### config.mk
export PLATFORM = sky130hd
export DESIGN_NAME = hex_display_ctrl
export DESIGN_NICKNAME = d
export VERILOG_FILES = /design/src/rtl/hex_display_pkg.sv /design/src/rtl/hex_seg7_dec.sv /design/src/rtl/hex_display_ctrl.sv
export SDC_FILE = /design/constraint.sdc
export NUM_CORES = 1
export LEC_CHECK = 0
export CORE_MARGIN = 2
export CORE_UTILIZATION = 35
export CTS_CLUSTER_DIAMETER = 30
export CTS_CLUSTER_SIZE = 28
export DETAILED_ROUTE_END_ITERATION = 10
export DONT_BUFFER_PORTS = 1
export SYNTH_ARGS = -nofsm -noshare
export SYNTH_HDL_FRONTEND = slang
export SYNTH_SLANG_ARGS = --single-unit
### constraint.sdc
create_clock -name clk -period 3.8 [get_ports clk]
set_clock_uncertainty 0.2 [all_clocks]
set_input_delay 0.38 -clock clk [delete_from_list [all_inputs] [get_ports clk]]
set_output_delay 0.38 -clock clk [all_outputs]
set_load 0.02 [all_outputs]
### src/rtl/hex_display_pkg.sv
// rtl/hex_display_pkg.sv - shared types and segment table for hex_display_ctrl
package hex_display_pkg;

  typedef logic [6:0] seg_t;

  localparam seg_t SEG_BLANK  = 7'h7F;
  localparam int   MAX_DIGITS = 6;

  // Active-low {g,f,e,d,c,b,a}, indexed by nibble (entry 15 listed first).
  localparam logic [15:0][6:0] SEG_TABLE = {
    7'h0E, 7'h06, 7'h21, 7'h46, 7'h03, 7'h08, 7'h10, 7'h00,
    7'h78, 7'h02, 7'h12, 7'h19, 7'h30, 7'h24, 7'h79, 7'h40
  };

endpackage

### src/rtl/hex_seg7_dec.sv
// rtl/hex_seg7_dec.sv - combinational nibble to active-low 7-segment decoder
module hex_seg7_dec
  import hex_display_pkg::*;
(
  input  logic [3:0] nibble,
  output seg_t       seg
);

  assign seg = SEG_TABLE[nibble];

endmodule

### src/rtl/hex_display_ctrl.sv
// rtl/hex_display_ctrl.sv - registered multi-digit hex driver with leading-zero blanking
// Blinking (prescaler, blink_phase, blink_mask) exists only when HEX_DISPLAY_BLINK_EN is defined.
module hex_display_ctrl
  import hex_display_pkg::*;
#(
  parameter int NUM_DIGITS = 6,
  parameter int BLINK_DIV  = 25_000_000
) (
  input  logic                       clk,
  input  logic                       reset_n,
  input  logic                       load,
  input  logic [4*NUM_DIGITS-1:0]    value,
  input  logic                       blank_lz,
  input  logic [NUM_DIGITS-1:0]      blink_mask,
  output logic [NUM_DIGITS-1:0][6:0] hex,
  output logic                       blink_phase
);

  if (NUM_DIGITS < 1 || NUM_DIGITS > MAX_DIGITS) begin : g_bad_digits
    $error("hex_display_ctrl: NUM_DIGITS must be 1..6");
  end
  if (BLINK_DIV < 2) begin : g_bad_div
    $error("hex_display_ctrl: BLINK_DIV must be >= 2");
  end

  logic [4*NUM_DIGITS-1:0]    val_q;
  logic [NUM_DIGITS-1:0][6:0] dec;
  logic [NUM_DIGITS-1:0][6:0] hex_next;
  logic [NUM_DIGITS-1:0]      lz_blank;
  logic [NUM_DIGITS-1:0]      dark;

  always_ff @(posedge clk or negedge reset_n) begin
    if (!reset_n) begin
      val_q <= '0;
    end else if (load) begin
      val_q <= value;
    end
  end

  for (genvar g = 0; g < NUM_DIGITS; g++) begin : g_dec
    hex_seg7_dec u_dec (
      .nibble (val_q[4*g +: 4]),
      .seg    (dec[g])
    );
  end

  // Scan from the most significant digit; digit 0 is never blanked here.
  always_comb begin
    logic run;
    lz_blank = '0;
    run      = blank_lz;
    for (int i = NUM_DIGITS - 1; i >= 1; i--) begin
      if (run && val_q[4*i +: 4] == 4'h0) begin
        lz_blank[i] = 1'b1;
      end else begin
        run = 1'b0;
      end
    end
  end

`ifdef HEX_DISPLAY_BLINK_EN
  localparam int PW = $clog2(BLINK_DIV);
  localparam logic [PW-1:0] PRE_LAST = PW'(BLINK_DIV - 1);

  logic [PW-1:0] prescaler;
  logic          phase_q;

  // A load restarts the half-period so a new value is always shown in full first.
  always_ff @(posedge clk or negedge reset_n) begin
    if (!reset_n) begin
      prescaler <= '0;
      phase_q   <= 1'b0;
    end else if (load || blink_mask == '0) begin
      prescaler <= '0;
      phase_q   <= 1'b0;
    end else if (prescaler == PRE_LAST) begin
      prescaler <= '0;
      phase_q   <= ~phase_q;
    end else begin
      prescaler <= prescaler + 1'b1;
    end
  end

  assign blink_phase = phase_q;
  assign dark        = phase_q ? blink_mask : '0;
`else
  logic unused_blink_mask;
  assign unused_blink_mask = ^blink_mask;
  assign blink_phase       = 1'b0;
  assign dark              = '0;
`endif

  always_comb begin
    hex_next = '0;
    for (int i = 0; i < NUM_DIGITS; i++) begin
      hex_next[i] = (lz_blank[i] || dark[i]) ? SEG_BLANK : dec[i];
    end
  end

  always_ff @(posedge clk or negedge reset_n) begin
    if (!reset_n) begin
      hex <= {NUM_DIGITS{SEG_BLANK}};
    end else begin
      hex <= hex_next;
    end
  end

endmodule
== Word level (Yosys, flattened, before mapping) ==
Memories as Yosys holds them, arrays and structs flattened. A register that Yosys moved wholly into a read port is not among the register bits.
Cells that the tools add are included.

* Register bits after elaboration: 59
* Bits in read-only memories: 672
* Input bits: 34
* Output and inout bits: 43
* Word-level logic and storage cells: 47
* Memories kept: 6

{| class="wikitable"
|+ Memory list
! name !! depth !! width !! rd ports !! clocked after memory_dff !! wr ports !! line !! RTL
|-
| (name not given) || 16 || 7 || 1 || 0 || 0 || hex_seg7_dec.sv:9 || <nowiki>assign seg = SEG_TABLE[nibble];</nowiki>
|-
| (name not given) || 16 || 7 || 1 || 0 || 0 || hex_seg7_dec.sv:9 ||
|-
| (name not given) || 16 || 7 || 1 || 0 || 0 || hex_seg7_dec.sv:9 ||
|-
| (name not given) || 16 || 7 || 1 || 1 || 0 || hex_seg7_dec.sv:9 ||
|-
| (name not given) || 16 || 7 || 1 || 0 || 0 || hex_seg7_dec.sv:9 ||
|-
| (name not given) || 16 || 7 || 1 || 0 || 0 || hex_seg7_dec.sv:9 ||
|}

* Magnitude comparators: 5
* Muxes and demuxes: 19
* Reductions and logical operators: 11

{| class="wikitable"
|+ Operators by type and width
! cell !! number
|-
| 7-bit two-way mux || 10
|-
| 4-bit by 5-bit < comparator with 1-bit output, second input constant || 5
|-
| 4-bit logical NOT || 5
|-
| 1-bit two-way mux || 9
|-
| 1-bit logical AND || 5
|-
| 1-bit logical NOT || 1
|}

== Logic depth before layout (Yosys ltp) ==
* Depth after elaboration: 12
* Gate-level depth with buffers: 6
* Gate-level depth less buffers: 5

== Modules after synthesis ==
From an unflattened synthesis, not the netlist that was laid out.

* Cell total of the unflattened synthesis: 335
* Area, all modules: 3,972.6 um^2

{| class="wikitable"
|+ By module, submodules not included
! module !! times used !! cells an instance !! area an instance (um^2)
|-
| hex_display_ctrl || 1 || 142 || 2,322.2
|-
| hex_seg7_dec at g_dec[1].u_dec ... || 5 || 32 || 275.3
|-
| hex_seg7_dec at g_dec[0].u_dec || 1 || 33 || 274.0
|}

== Worst setup path before layout ==
OpenSTA, ideal clock, no wires.

* Path kind: reg-to-reg
* Start: register val_q[16]
* End: register hex[14] in the netlist's numbering
* Arrival time: 1.420 ns
* Slack: 2.099 ns
* Stages on the path, launching flop included: 6
* Buffers on the path: 0
* Cells stage by stage: dfrtp_1 inv_1 ha_1 and4bb_2 nand4_1 o211ai_1

{| class="wikitable"
|+ RTL lines
! item !! line !! RTL
|-
| start, declared || hex_display_ctrl.sv:26 || <nowiki>logic [4*NUM_DIGITS-1:0] val_q;</nowiki>
|-
| start signal, assigned || hex_display_ctrl.sv:36 || <nowiki>val_q <= value;</nowiki>
|-
| end signal, assigned || hex_display_ctrl.sv:102 || <nowiki>hex <= {NUM_DIGITS{SEG_BLANK}};</nowiki>
|-
| end signal, assigned || hex_display_ctrl.sv:104 || <nowiki>hex <= hex_next;</nowiki>
|-
| end, declared || hex_display_ctrl.sv:15 || <nowiki>output logic [NUM_DIGITS-1:0][6:0] hex,</nowiki>
|}

==> out/qor.csv <==
stage;metric;value;unit
outcome;outcome;complete, no violations;
global_routing;grt ovf;0;
routing;Routed Wire Length;7.45;mm
clock_tree;Root Buffer;clkbuf_8;
layout;storage element area;1700;um2
floorplanning;Cell Rows;37;
placed_design;Placed Cells;460;
yosys;Mapped Cells;347;
setup_path;CP max stage delay;490;ps
timing;Final setup viols;0;
timing;RSZ-0062 raised after global routing;false;
floorplanning;Core Box Area;10200;um2
setup_path;CP bufs+invs;1;
setup_path;Reg2Reg Setup Slack;1610;ps
run;MaxCap Viol Count;0;
routing;Starting DRT DRC Count;104;
power_and_ir_drop;Comb pwr share;0.153;
global_routing;GRT Total Usage;0.145;
hold_path;Hold EP;val_q[14];
global_routing;largest net degree at the start of global routing;67;
clock_tree;clock slew at reported path FFs;80;ps
power_and_ir_drop;Flop pwr share;0.539;
timing;Final period util;0.576;
timing;final hold violation count;0;
power_and_ir_drop;Clock power frac;0.309;
yosys;Mapped Nets;415;
yosys;dominant synthesized flop cell;dfstp_2;
yosys;syn avg cell area;10.4;um2
floorplanning;IO Count;77;
setup_path;worst reg2reg endpoint;hex[11];
layout;fin cells;504;
routing;routed len/inst;14.8;um
global_routing;vias in the first global route;2529;
timing;post-layout minimum cycle time;2190;ps
timing;Final TNS setup;0;ps
yosys;Cell Area, Synth;3620;um2
floorplanning;Chip Width;106;um
layout;antenna cells;0;
timing;worst slew pin tran;554;ps
hold_path;Hold Crit Depth;2;
yosys;Seq cells post-synth;66;
clock_tree;TritonCTS clock tree;yes;
placed_design;Post-DP HPWL;5.06;mm
clock_tree;postcts setup bufs;0;
floorplanning;Die H;106;um
setup_path;FF-to-FF path depth;5;
yosys;top cell type's share of synthesized area;0.305;
routing;Met3 Routed Length;256;um
yosys;commonest cells in the netlist;dfstp_2 (42), ha_1 (34), nand2_1 (34);
setup_path;CP startpoint kind;flip-flop;
timing;slew margin rel.;0.631;
placed_design;Buffers on Ports;0;
clock_tree;Clock Sinks;66;
setup_path;Setup crit end kind;flip-flop;
yosys;sequential share of the synthesized area;0.470;
power_and_ir_drop;sw frac;0.307;
power_and_ir_drop;PD cells;461;nW/um2
routing;Metal-1 WL;3.23;mm
layout;layout cells sized above 1;0.215;
clock_tree;# resized after CTS;0;
yosys;post-synth cell types;46;
clock_tree;Num CTS Buffers;9;
setup_path;Crit path max-delay family;simple AND/OR/NAND/NOR gates;
yosys;top cells by area, synth;dfstp_2 (30%), dfrtp_1 (17%), ha_1 (12%);
routing;vias per cell;5.03;
setup_path;crit path cell chain;inv_1 > ha_1 > and4bb_2 > nand4_1 > o211ai_1;
hold_path;Worst Hold Class;primary input to flip-flop;
placed_design;final RePlAce weighted congestion;0.781;
global_routing;first-pass GRT wire length;12.8;mm
power_and_ir_drop;P_sw;593;uW
layout;Layout area overhead;15.6;%
setup_path;reg2reg start;val_q[20];
setup_path;Crit Path Class;flip-flop to flip-flop;
yosys;Synth async-reset ratio;1.00;
setup_path;worst path required time;3850;ps
routing;Initial DRT Pass Iterations;4;
timing;Slew Viols, Final;0;
layout;final instance area;4190;um2
setup_path;Arrival @ worst endpoint;2240;ps
routing;top layer reached by signal wires;met4;
layout;NumNets Final;431;
layout;Fillers;999;
hold_path;hold path startpoint;load;
power_and_ir_drop;VDD IR max;214;uV
global_routing;initial antenna violation count;0;
routing;vias;2537;
layout;multi-input gate area in the final layout;1730;um2
clock_tree;Worst-Skew Late Latency;340;ps
floorplanning;Initial Util;0.356;
timing;fmax;457;MHz
clock_tree;CTS max path bufs;2;
routing;DR WL met2;3.83;mm
yosys;EDFF count, synth;0;
setup_path;slowest CP cell;and4bb_2;
yosys;cell with the most instances after synthesis;dfstp_2;
clock_tree;htree depth;3;
power_and_ir_drop;internal power;1.34;mW
yosys;Ys Warns;0;
yosys;largest area contributor in the netlist;dfstp_2;
routing;Routed Antenna Nets;0;
setup_path;crit-path max FO;15;
floorplanning;Die ar.;11200;um2
placed_design;DP Area;3680;um2
power_and_ir_drop;Leak Pwr;1.78;nW
routing;DRC Markers;0;
-- worst max path at each step --
stage,end,cells after the start,startpoint,slack (ps)
6_report,hex[11],5,val_q[20],1610
5_1_grt,hex[11],5,val_q[20],1420
4_1_cts,hex[11],5,val_q[20],1600
3_5_place_dp,hex[11],5,val_q[20],1620
3_3_place_gp,hex[9],5,val_q[20],1680
2_1_floorplan,hex[14],5,val_q[16],2100
-- state kept, by name, summed over array words and instances (netlist names) --
register and cells:
val_q 24, hex 42
-- cells by family (layout without fill, tap and decap cells) --
kind of cell,count (synthesis),count (layout),synth area share
mux,29,29,0.0891
buf+inv,43,64,0.0515
other cells,1,1,0.00104
fa+ha+maj,34,34,0.117
compound gates,89,89,0.155
flops,66,66,0.470
simple gates,85,85,0.116
-- placed cells by master, fill, tap and decap left out, types with 2 or more instances in the layout --
master,instances
a211oi_1,2
o221ai_1,2
a22o_1,2
ha_1,34
dfrtp_1,24
nand2b_1,3
nand3_1,13
clkbuf_8,11
a21oi_1,21
dfstp_2,42
o22ai_1,4
a21o_1,3
mux2_2,16
clkinv_2,2
a22oi_1,2
o211ai_1,16
a32oi_1,2
and4bb_2,2
mux2i_1,12
nor2_1,13
nand2_1,34
nor3_1,2
inv_1,20
nand4_1,2
o21ai_0,26
nor2b_1,9
clkbuf_1,2
dlygate4sd3_1,26
-- power groups by stage --
| stage | combinational (mW) | clock [mW] | sequential [mW] |
|---|---|---|---|
| 4_1_cts | 0.299 | 0.621 | 1.04 |
| 3_3_place_gp | 0.241 | 0 | 1.05 |
| 5_1_grt | 0.339 | 0.652 | 1.06 |
| 3_5_place_dp | 0.248 | 0 | 1.05 |
| 2_1_floorplan | 0.251 | 0 | 0.998 |
| 6_report | 0.295 | 0.596 | 1.04 |
-- through the flow --
stage / worst slack, ps / power, mW / hold WS (ps) / util
5_1_grt: 1420 / 2.05 / 186 / 0.411
3_5_place_dp: 1620 / 1.30 / -114 / 0.361
3_3_place_gp: 1680 / 1.29 / -114 / 0.361
6_report: 1610 / 1.93 / 169 / 0.411
4_1_cts: 1600 / 1.96 / 158 / 0.411
2_1_floorplan: 2100 / 1.25 / -116 / -
-- worst reg2reg max path: stages, from the launching register on --
cell      delay, ps
dfrtp_1         440
inv_1           150
ha_1            230
and4bb_2        490
nand4_1         360
o211ai_1        220
-- metal layers --
layer,vias up,track usage
li1,1249,-
met1,1225,0.177
met2,53,0.248
met3,10,0.0340
met4,0,0.0573
met5,-,0
-- cell type report --
| type | count | area share |
|---|---|---|
| multi-input cells | 238 | 0.414 |
| flip-flops and latches | 66 | 0.407 |
| repair buffers | 28 | 0.0735 |
| well taps | 136 | 0.0406 |
| clock buffers | 13 | 0.0379 |
| inverters | 20 | 0.0179 |
| clock inverters | 3 | 0.00956 |
-- repair_timing --
action,4_1_cts,5_1_grt
setup endpoints to repair,0,0
endpoints found under the hold margin,92,0
hold buffers,28,0
Power figures use the tool's default switching activity.
